--- src/rtl/alu_pkg.sv ---
// Shared ALU function codes, ALUOp encodings and the issue-queue entry layout.
// Optional trap tracking is enabled by ALU_ISSUE_TRAP_EN.
package alu_pkg;
  localparam int ALU_W = 32;

  localparam logic [5:0] FN_AND = 6'b100100;
  localparam logic [5:0] FN_OR  = 6'b100101;
  localparam logic [5:0] FN_ADD = 6'b100000;
  localparam logic [5:0] FN_SUB = 6'b100010;
  localparam logic [5:0] FN_SLT = 6'b101010;
  localparam logic [5:0] FN_SRL = 6'b000010;

  typedef enum logic [1:0] {
    OP_ADD   = 2'b00,
    OP_SUB   = 2'b01,
    OP_RTYPE = 2'b10,
    OP_OR    = 2'b11
  } alu_op_e;

  typedef struct packed {
    logic [5:0]       signal;
    logic [ALU_W-1:0] data_a;
    logic [ALU_W-1:0] data_b;
`ifdef ALU_ISSUE_TRAP_EN
    logic             illegal;
`endif
  } entry_t;
endpackage

--- src/rtl/alu_issue_ctrl_if.sv ---
// EX-side bus between the issue controller (master) and the ALU (slave).
// ALU_ISSUE_TRAP_EN adds the IllegalFunct/TrapSeen signals.
interface alu_issue_ctrl_if #(parameter int WIDTH = 32);
  logic             OutValid;
  logic             OutReady;
  logic [5:0]       Signal;
  logic [WIDTH-1:0] DataA;
  logic [WIDTH-1:0] DataB;
`ifdef ALU_ISSUE_TRAP_EN
  logic             IllegalFunct;
  logic             TrapSeen;
`endif

  modport master (
    output OutValid, Signal, DataA, DataB,
`ifdef ALU_ISSUE_TRAP_EN
    output IllegalFunct, TrapSeen,
`endif
    input  OutReady
  );

  modport slave (
    input  OutValid, Signal, DataA, DataB,
`ifdef ALU_ISSUE_TRAP_EN
    input  IllegalFunct, TrapSeen,
`endif
    output OutReady
  );
endinterface

--- src/rtl/alu_funct_decode.sv ---
// Combinational ALUOp/Funct -> ALU function code translation.
// ALU_ISSUE_TRAP_EN adds the unsupported-funct flag.
module alu_funct_decode
  import alu_pkg::*;
(
  input  logic [1:0] alu_op,
  input  logic [5:0] funct,
`ifdef ALU_ISSUE_TRAP_EN
  output logic       illegal,
`endif
  output logic [5:0] signal
);
  logic bad;

  always_comb begin
    signal = FN_ADD;
    bad    = 1'b0;
    case (alu_op)
      OP_ADD: signal = FN_ADD;
      OP_SUB: signal = FN_SUB;
      OP_OR:  signal = FN_OR;
      default: begin
        // Unsupported R-type funct falls back to ADD so the ALU never sees junk
        case (funct)
          FN_AND, FN_OR, FN_ADD, FN_SUB, FN_SLT, FN_SRL: signal = funct;
          default: bad = 1'b1;
        endcase
      end
    endcase
  end

`ifdef ALU_ISSUE_TRAP_EN
  assign illegal = bad;
`else
  logic unused_bad;
  assign unused_bad = bad;
`endif
endmodule

--- src/rtl/alu_issue_ctrl.sv ---
// ID/EX issue stage: decodes the ALU function, selects operands and buffers
// them in a 2-entry skid queue. ALU_ISSUE_TRAP_EN enables illegal-funct tracking.
module alu_issue_ctrl
  import alu_pkg::*;
#(
  parameter int WIDTH = ALU_W,
  parameter int DEPTH = 2
) (
  input  logic             clk,
  input  logic             Reset,
  input  logic             Flush,
  input  logic             InValid,
  output logic             InReady,
  input  logic [1:0]       ALUOp,
  input  logic [5:0]       Funct,
  input  logic [4:0]       Shamt,
  input  logic             ALUSrc,
  input  logic [WIDTH-1:0] RsData,
  input  logic [WIDTH-1:0] RtData,
  input  logic [WIDTH-1:0] ImmExt,
  alu_issue_ctrl_if.master ex
);
  entry_t     ent [DEPTH];
  entry_t     nxt, head;
  logic [1:0] count;
  logic       wptr, rptr;
  logic       push, pop;
  logic [5:0] dec_signal;
`ifdef ALU_ISSUE_TRAP_EN
  logic       dec_illegal;
  logic       trap_q;
`endif

  alu_funct_decode u_dec (
    .alu_op (ALUOp),
    .funct  (Funct),
`ifdef ALU_ISSUE_TRAP_EN
    .illegal(dec_illegal),
`endif
    .signal (dec_signal)
  );

  always_comb begin
    nxt        = '0;
    nxt.signal = dec_signal;
    if (dec_signal == FN_SRL) begin
      nxt.data_a = RtData;
      nxt.data_b = {{(WIDTH-5){1'b0}}, Shamt};
    end else begin
      nxt.data_a = RsData;
      nxt.data_b = ALUSrc ? ImmExt : RtData;
    end
`ifdef ALU_ISSUE_TRAP_EN
    nxt.illegal = dec_illegal;
`endif
  end

  // Ready depends only on stored occupancy, so EX stall never reaches ID combinationally
  assign InReady     = !Reset && (count != 2'(DEPTH));
  assign ex.OutValid = (count != 2'd0);
  assign push        = InValid && InReady;
  assign pop         = ex.OutValid && ex.OutReady;
  assign head        = ent[rptr];

  assign ex.Signal = ex.OutValid ? head.signal : '0;
  assign ex.DataA  = ex.OutValid ? head.data_a : '0;
  assign ex.DataB  = ex.OutValid ? head.data_b : '0;
`ifdef ALU_ISSUE_TRAP_EN
  assign ex.IllegalFunct = ex.OutValid && head.illegal;
  assign ex.TrapSeen     = trap_q;
`endif

  always_ff @(posedge clk) begin
    if (Reset) begin
      count <= 2'd0;
      wptr  <= 1'b0;
      rptr  <= 1'b0;
      for (int i = 0; i < DEPTH; i++) ent[i] <= '0;
    end else if (Flush) begin
      count <= 2'd0;
      wptr  <= 1'b0;
      rptr  <= 1'b0;
    end else begin
      if (push) begin
        ent[wptr] <= nxt;
        wptr      <= ~wptr;
      end
      if (pop) rptr <= ~rptr;
      case ({push, pop})
        2'b10:   count <= count + 2'd1;
        2'b01:   count <= count - 2'd1;
        default: count <= count;
      endcase
    end
  end

`ifdef ALU_ISSUE_TRAP_EN
  // EX consumed the entry even if a flush lands the same cycle, so the trap still records it
  always_ff @(posedge clk) begin
    if (Reset)                    trap_q <= 1'b0;
    else if (pop && head.illegal) trap_q <= 1'b1;
  end
`endif
endmodule

--- src/flat_wrapper.sv ---
// flat-port wrapper written by rule: the top's interface ports become plain ports
module alu_issue_ctrl_flat import alu_pkg::*;
#(
  parameter int WIDTH = ALU_W,
  parameter int DEPTH = 2
)
  (clk, Reset, Flush, InValid, InReady, ALUOp, Funct, Shamt, ALUSrc, RsData, RtData, ImmExt, ex_OutValid, ex_Signal, ex_DataA, ex_DataB, ex_OutReady);
  alu_issue_ctrl_if #(.WIDTH(WIDTH)) ex_i ();
  input  logic clk;
  input  logic Reset;
  input  logic Flush;
  input  logic InValid;
  output logic InReady;
  input  logic [1:0] ALUOp;
  input  logic [5:0] Funct;
  input  logic [4:0] Shamt;
  input  logic ALUSrc;
  input  logic [WIDTH-1:0] RsData;
  input  logic [WIDTH-1:0] RtData;
  input  logic [WIDTH-1:0] ImmExt;
  output wire logic [$bits(ex_i.OutValid)-1:0] ex_OutValid;
  output wire logic [$bits(ex_i.Signal)-1:0] ex_Signal;
  output wire logic [$bits(ex_i.DataA)-1:0] ex_DataA;
  output wire logic [$bits(ex_i.DataB)-1:0] ex_DataB;
  input wire logic [$bits(ex_i.OutReady)-1:0] ex_OutReady;
  assign ex_OutValid = ex_i.OutValid;
  assign ex_Signal = ex_i.Signal;
  assign ex_DataA = ex_i.DataA;
  assign ex_DataB = ex_i.DataB;
  assign ex_i.OutReady = ex_OutReady;
  alu_issue_ctrl #(.WIDTH(WIDTH), .DEPTH(DEPTH)) u_core (.clk(clk), .Reset(Reset), .Flush(Flush), .InValid(InValid), .InReady(InReady), .ALUOp(ALUOp), .Funct(Funct), .Shamt(Shamt), .ALUSrc(ALUSrc), .RsData(RsData), .RtData(RtData), .ImmExt(ImmExt), .ex(ex_i));
endmodule
--- config.mk ---
export PLATFORM = sky130hd
export DESIGN_NAME = alu_issue_ctrl_flat
export DESIGN_NICKNAME = d
export VERILOG_FILES = /design/src/rtl/alu_pkg.sv /design/src/rtl/alu_issue_ctrl_if.sv /design/src/rtl/alu_funct_decode.sv /design/src/rtl/alu_issue_ctrl.sv /design/src/flat_wrapper.sv
export SDC_FILE = /design/constraint.sdc
export NUM_CORES = 1
export LEC_CHECK = 0
export CAP_MARGIN = 10
export CORE_MARGIN = 4
export CORE_UTILIZATION = 50
export DETAILED_ROUTE_END_ITERATION = 10
export GPL_TIMING_DRIVEN = 0
export HOLD_SLACK_MARGIN = 0.1
export PLACE_DENSITY = 0.81
export SLEW_MARGIN = 40
export SYNTH_ARGS = -nofsm -noshare
export SYNTH_HDL_FRONTEND = slang
export SYNTH_SLANG_ARGS = --single-unit
--- constraint.sdc ---
create_clock -name clk -period 3.1 [get_ports clk]
set_input_delay 0.31 -clock clk [delete_from_list [all_inputs] [get_ports clk]]
set_output_delay 0.31 -clock clk [all_outputs]
set_load 0.01 [all_outputs]
After elaboration in Yosys (flattened, before gate mapping)
Memories as Yosys holds them, arrays and structs flattened. A register that Yosys moved wholly into a read port is not among the register bits.
Index checks and enable logic that the tools add are counted.
W data, S select, Z words.

word-level totals
  logic and storage cells = 49
  output and inout port bits = 72
  RAM bits = 140
  input bits = 115
  bits in registers = 4
  memories = 1

memory list
  name        depth  width  read ports  clocked after Yosys merged registers in  wr ports  line                  RTL
  u_core.ent  2      70     1           1                                        2         alu_issue_ctrl.sv:23  entry_t ent [DEPTH];

operators by class
  eq/ne operators = 12
  $add $sub $neg = 2
  bitwise operators = 2
  reduce and logical (&&, ||, !) cells = 10
  mux-type cells = 19

operators by type and width
  kind                   count
  $mux W32               3
  $mux W70               1
  $reduce_or A70 Y1      1
  $mux W64               1
  $eq A6 B6 Y1 const B   5
  $pmux W6 S3            1
  $eq A6 B2 Y1 const B   2
  $mux W6                2
  $mux W1                10
  $reduce_or A6 Y1       1
  $eq A2 B1 Y1 const B   2
  $eq A2 B2 Y1 const B   2
  $pmux W2 S2            1
  $reduce_bool A2 Y1     2
  $logic_and A1 B1 Y1    3
  $add A2 B1 Y2 const B  1
  $logic_not A2 Y1       1
  $ne A2 B2 Y1 const B   1
  $not A1 Y1             2
  $reduce_or A2 Y1       1
  $sub A2 B1 Y2 const B  1
  $logic_not A1 Y1       1

Logic depth before layout (Yosys ltp)
  depth after elaboration = 9
  depth in mapped cells = 8
  depth with buffers taken out = 8

Modules after synthesis
Synthesis repeated with hierarchy kept, for this count alone.

second synthesis, totals
  cells, all modules = 637
  area total of the unflattened synthesis = 7432.1 µm²

modules (own cells, without submodules)
  module            sequential area each (µm²)  area each (µm²)  cells an instance  times used
  alu_issue_ctrl    4304.1                      7333.3           622                1
  alu_funct_decode  0.0                         98.8             15                 1

Worst setup path after synthesis
No wires, ideal clock.

  path type = flip-flop to flip-flop
  from = reg u_core.count[1]
  to = mem u_core.ent[1][0] (netlist bit), enable pin
  data required time = 2702 ps
  library setup time = 398 ps
  period minus slack after synthesis = 2361 ps
  arrival time = 1963 ps
  buffers on the path = 1
  path slack = 739 ps
  stages on the path, launching flop included = 5
  cells stage by stage = dfxtp_1 nor2b_1 nor4b_2 buf_2 or2_2

RTL lines
  element                 line                  RTL
  start, declared         alu_issue_ctrl.sv:25  logic [1:0] count;
  start signal, assigned  alu_issue_ctrl.sv:90  2'b10: count <= count + 2'd1;
  start signal, assigned  alu_issue_ctrl.sv:91  2'b01: count <= count - 2'd1;
  start signal, assigned  alu_issue_ctrl.sv:92  default: count <= count;
  end, declared           alu_issue_ctrl.sv:23

==> results.json <==
{
  "status": "finished, final reports clean",
  "yosysSeqAreaShare_pct": 54.7,
  "cts_resized": 0,
  "yosys_warnings": 0,
  "num-nets-final": 1029,
  "seq_area_um2": 4300,
  "grt_pass1_vias": 6235,
  "hold_class": "reg -> reg",
  "drt_iter0_drc": 526,
  "cts.reportedPaths.clkPinSlew_ns": 0.06,
  "core-area_um2": 15300,
  "grt_pass1_wl_mm": 33.2,
  "rsz0062_at_grt": "false",
  "wl_met3_mm": 1.59,
  "postCtsSetupBuffers": 0,
  "diodes": 0,
  "cp-start-kind": "flip-flop",
  "layout-drive-gt1-share_pct": 7.99,
  "clock_sink_count": 145,
  "root_buffer": "clkbuf_16",
  "critPathMaxStageDelay_ns": 0.67,
  "cts_buffer_depth": 2,
  "placed_cells": 1105,
  "cts-buffers-inserted": 17,
  "syn_inst": 706,
  "grt_usage_pct": 24.2,
  "skew_ns": 0.00565,
  "grt_max_degree": 39,
  "fin_area_um2": 10700,
  "total_power_mw": 4.99,
  "multi_input_area_um2": 3180,
  "fillers": 1151,
  "overflow": 0,
  "p_leak_nw": 3.51,
  "avgViaCountPerCell": 5.53,
  "relSlewSlack_pct": 44.8,
  "synth-seq-cells": 145,
  "detail-route-antenna-nets": 0,
  "io_pins": 187,
  "path_cells": "clkbuf_1 -> buf_1 -> mux2i_1 -> nor2_1 -> clkdlybuf4s50_1",
  "route.met2.wl_mm": 10.6,
  "required_ns": 2.79,
  "holdWs_ns": 0.551,
  "hold_viol_final": 0,
  "syn-mean-instance-area_um2": 11.1,
  "fin_crit_sh_pct": 92.7,
  "initial_core_util_pct": 51.4,
  "placementRows": 45,
  "post_dp_cell_area_um2": 10000,
  "ctsHoldBuffers": 0,
  "tightest_slew_ns": 0.828,
  "vias": 6283,
  "setup-violations-final": 0,
  "drtPass1Iterations": 5,
  "cp-end-kind": "output port",
  "ff2ff_path_depth": 5,
  "p_per_area_nw_per_um2": 469,
  "final_cells": 1137,
  "die_width_um": 133,
  "fmax_mhz": 348,
  "cp.arrival_ns": 2.56,
  "io_buffers": 185,
  "wl_per_cell_um": 19.0,
  "vdd.ir_drop.worst_uv": 401,
  "dieArea_um2": 17800,
  "syn_area_um2": 7870,
  "h-tree-depth": 4,
  "critPathMaxFanout": 10,
  "place_hpwl_mm": 15.1,
  "worst_skew_pair.late_latency_ns": 0.41,
  "crit_type": "reg -> out",
  "antenna_found_initial": 1,
  "routed_wirelength_mm": 21.6,
  "period_minus_slack_ns": 2.87,
  "area_growth_pct": 35.5,
  "top_layer": "met5",
  "drv_cap": 0,
  "whs_path_depth": 2,
  "wl_met1_mm": 8.84,
  "gp_congestion": 0.815,
  "cts_tree": "yes",
  "die_h_um": 133,
  "slowest_stage": "buf_1",
  "synth_cell_type_count": 36,
  "drcViolationCount": 0,
  "maxSlewViolCount": 0
}
## power breakdown
group / switching, mW / internal, mW
Clock: 0.765 / 1.41
Combinational: 0.271 / 0.271
Sequential: 0.0260 / 2.25
Total: 1.06 / 3.93
## synthesized netlist by cell type
cell type  number  area (µm²)
mux2_2          5        56.3
o21ai_0         1        5.00
and4bb_1        1        12.5
a21oi_1         2        10.0
and2_1          1        6.26
nor2_1         83         312
nor3b_2         1        12.5
inv_1           5        18.8
conb_1          1        3.75
ha_1            1        12.5
edfxtp_1      140        4200
nor2b_1         1        6.26
nor3_1         59         295
mux2i_1       171        1710
nand2b_1        2        12.5
a2111oi_2       1        15.0
nand4_1         1        6.26
dfxtp_1         5         100
buf_1           3        11.3
inv_2           1        3.75
a2111oi_0       1        8.76
clkbuf_1       22        82.6
o21a_1          1        7.51
buf_2          17        85.1
a31oi_1         2        12.5
xnor2_1         4        35.0
or3_1           1        6.26
xor2_1          1        8.76
nand2_1       151         567
buf_4           9        67.6
buf_12          6         120
nor4b_1         1        8.76
nand3b_1        1        7.51
or2_1           1        6.26
or2_2           2        12.5
nor4b_2         1        15.0
## cells in the final DEF (no fill, tap or decap), drive strengths merged
master / n
nor2: 83
or3: 1
dfxtp: 5
nand4: 1
nor4b: 2
nand3b: 1
or2: 3
clkinvlp: 1
nor2b: 1
xnor2: 4
nor3b: 1
and4bb: 1
xor2: 1
mux2: 5
and2: 1
ha: 1
o21ai: 1
inv: 6
mux2i: 171
o21a: 1
clkdlybuf4s50: 185
a2111oi: 2
buf: 37
a31oi: 2
nand2: 151
a21oi: 2
nor3: 59
bufinv: 5
clkinv: 8
nand2b: 2
edfxtp: 140
clkbuf: 40
conb: 2
## cell type report
cell class              instances  share of cell area, %
clock buffers                  18                   4.03
inverters                       6                  0.211
plain buffers                  57                   3.45
multi-input cells             499                   29.9
flip-flops and latches        145                   40.4
well taps                     211                   2.48
clock inverters                14                   1.82
repair buffers                187                   17.8
## final timing paths
check / from / to / slack [ns]
worst max register to register: u_core.count[0] / u_core.ent[1][55] / 0.67
worst min register to register: u_core.rptr / flip-flop / 0.55
worst min-delay path: u_core.rptr / flip-flop / 0.55
worst max-delay path: flip-flop / ex_DataB[30] / 0.23
## cells by family (layout without fill, tap and decap cells)
| group | after synthesis | in the layout | share of synthesized area, % |
|---|---|---|---|
| AO/OA/AOI/OAI | 8 | 8 | 0.747 |
| XOR/XNOR | 5 | 5 | 0.557 |
| adder cells (fa/ha/maj) | 1 | 1 | 0.159 |
| buffers and inverters | 63 | 282 | 4.95 |
| flip-flops | 145 | 145 | 54.7 |
| multiplexers | 176 | 176 | 22.5 |
| other | 1 | 2 | 0.0477 |
| AND/OR/NAND/NOR | 307 | 307 | 16.4 |
## worst max-delay path, delay by kind of cell, from the launching register on
kind                   cells  cell delay [ns]
and+or+nand+nor            1             0.19
DFF                        1             0.30
buffers and inverters      3             1.51
muxes                      1             0.16
## per-layer routing
| layer | GRT usage [%] | vias up |
|---|---|---|
| met2 | 39.8 | 305 |
| met4 | 9.77 | 2 |
| met1 | 31.8 | 3023 |
| li1 | - | 2908 |
| met5 | 0 | - |
| met3 | 4.61 | 45 |
## state kept, by name, indices dropped and copies added, names as in the netlist, named ones only
signal	count
u_core.wptr	1
u_core.ent	140
u_core.count	2
u_core.rptr	1
## per-stage QoR
step                      util (%)  setup WS, ns  setup TNS [ns]
after floorplan                  -         0.739               0
after global placement        65.2        -0.480          -59.28
after detailed placement      65.5         0.101               0
after CTS                     69.6         0.171               0
after global routing          69.6        0.0691               0
final                         69.6         0.226               0
Power figures use the tool's default switching activity.
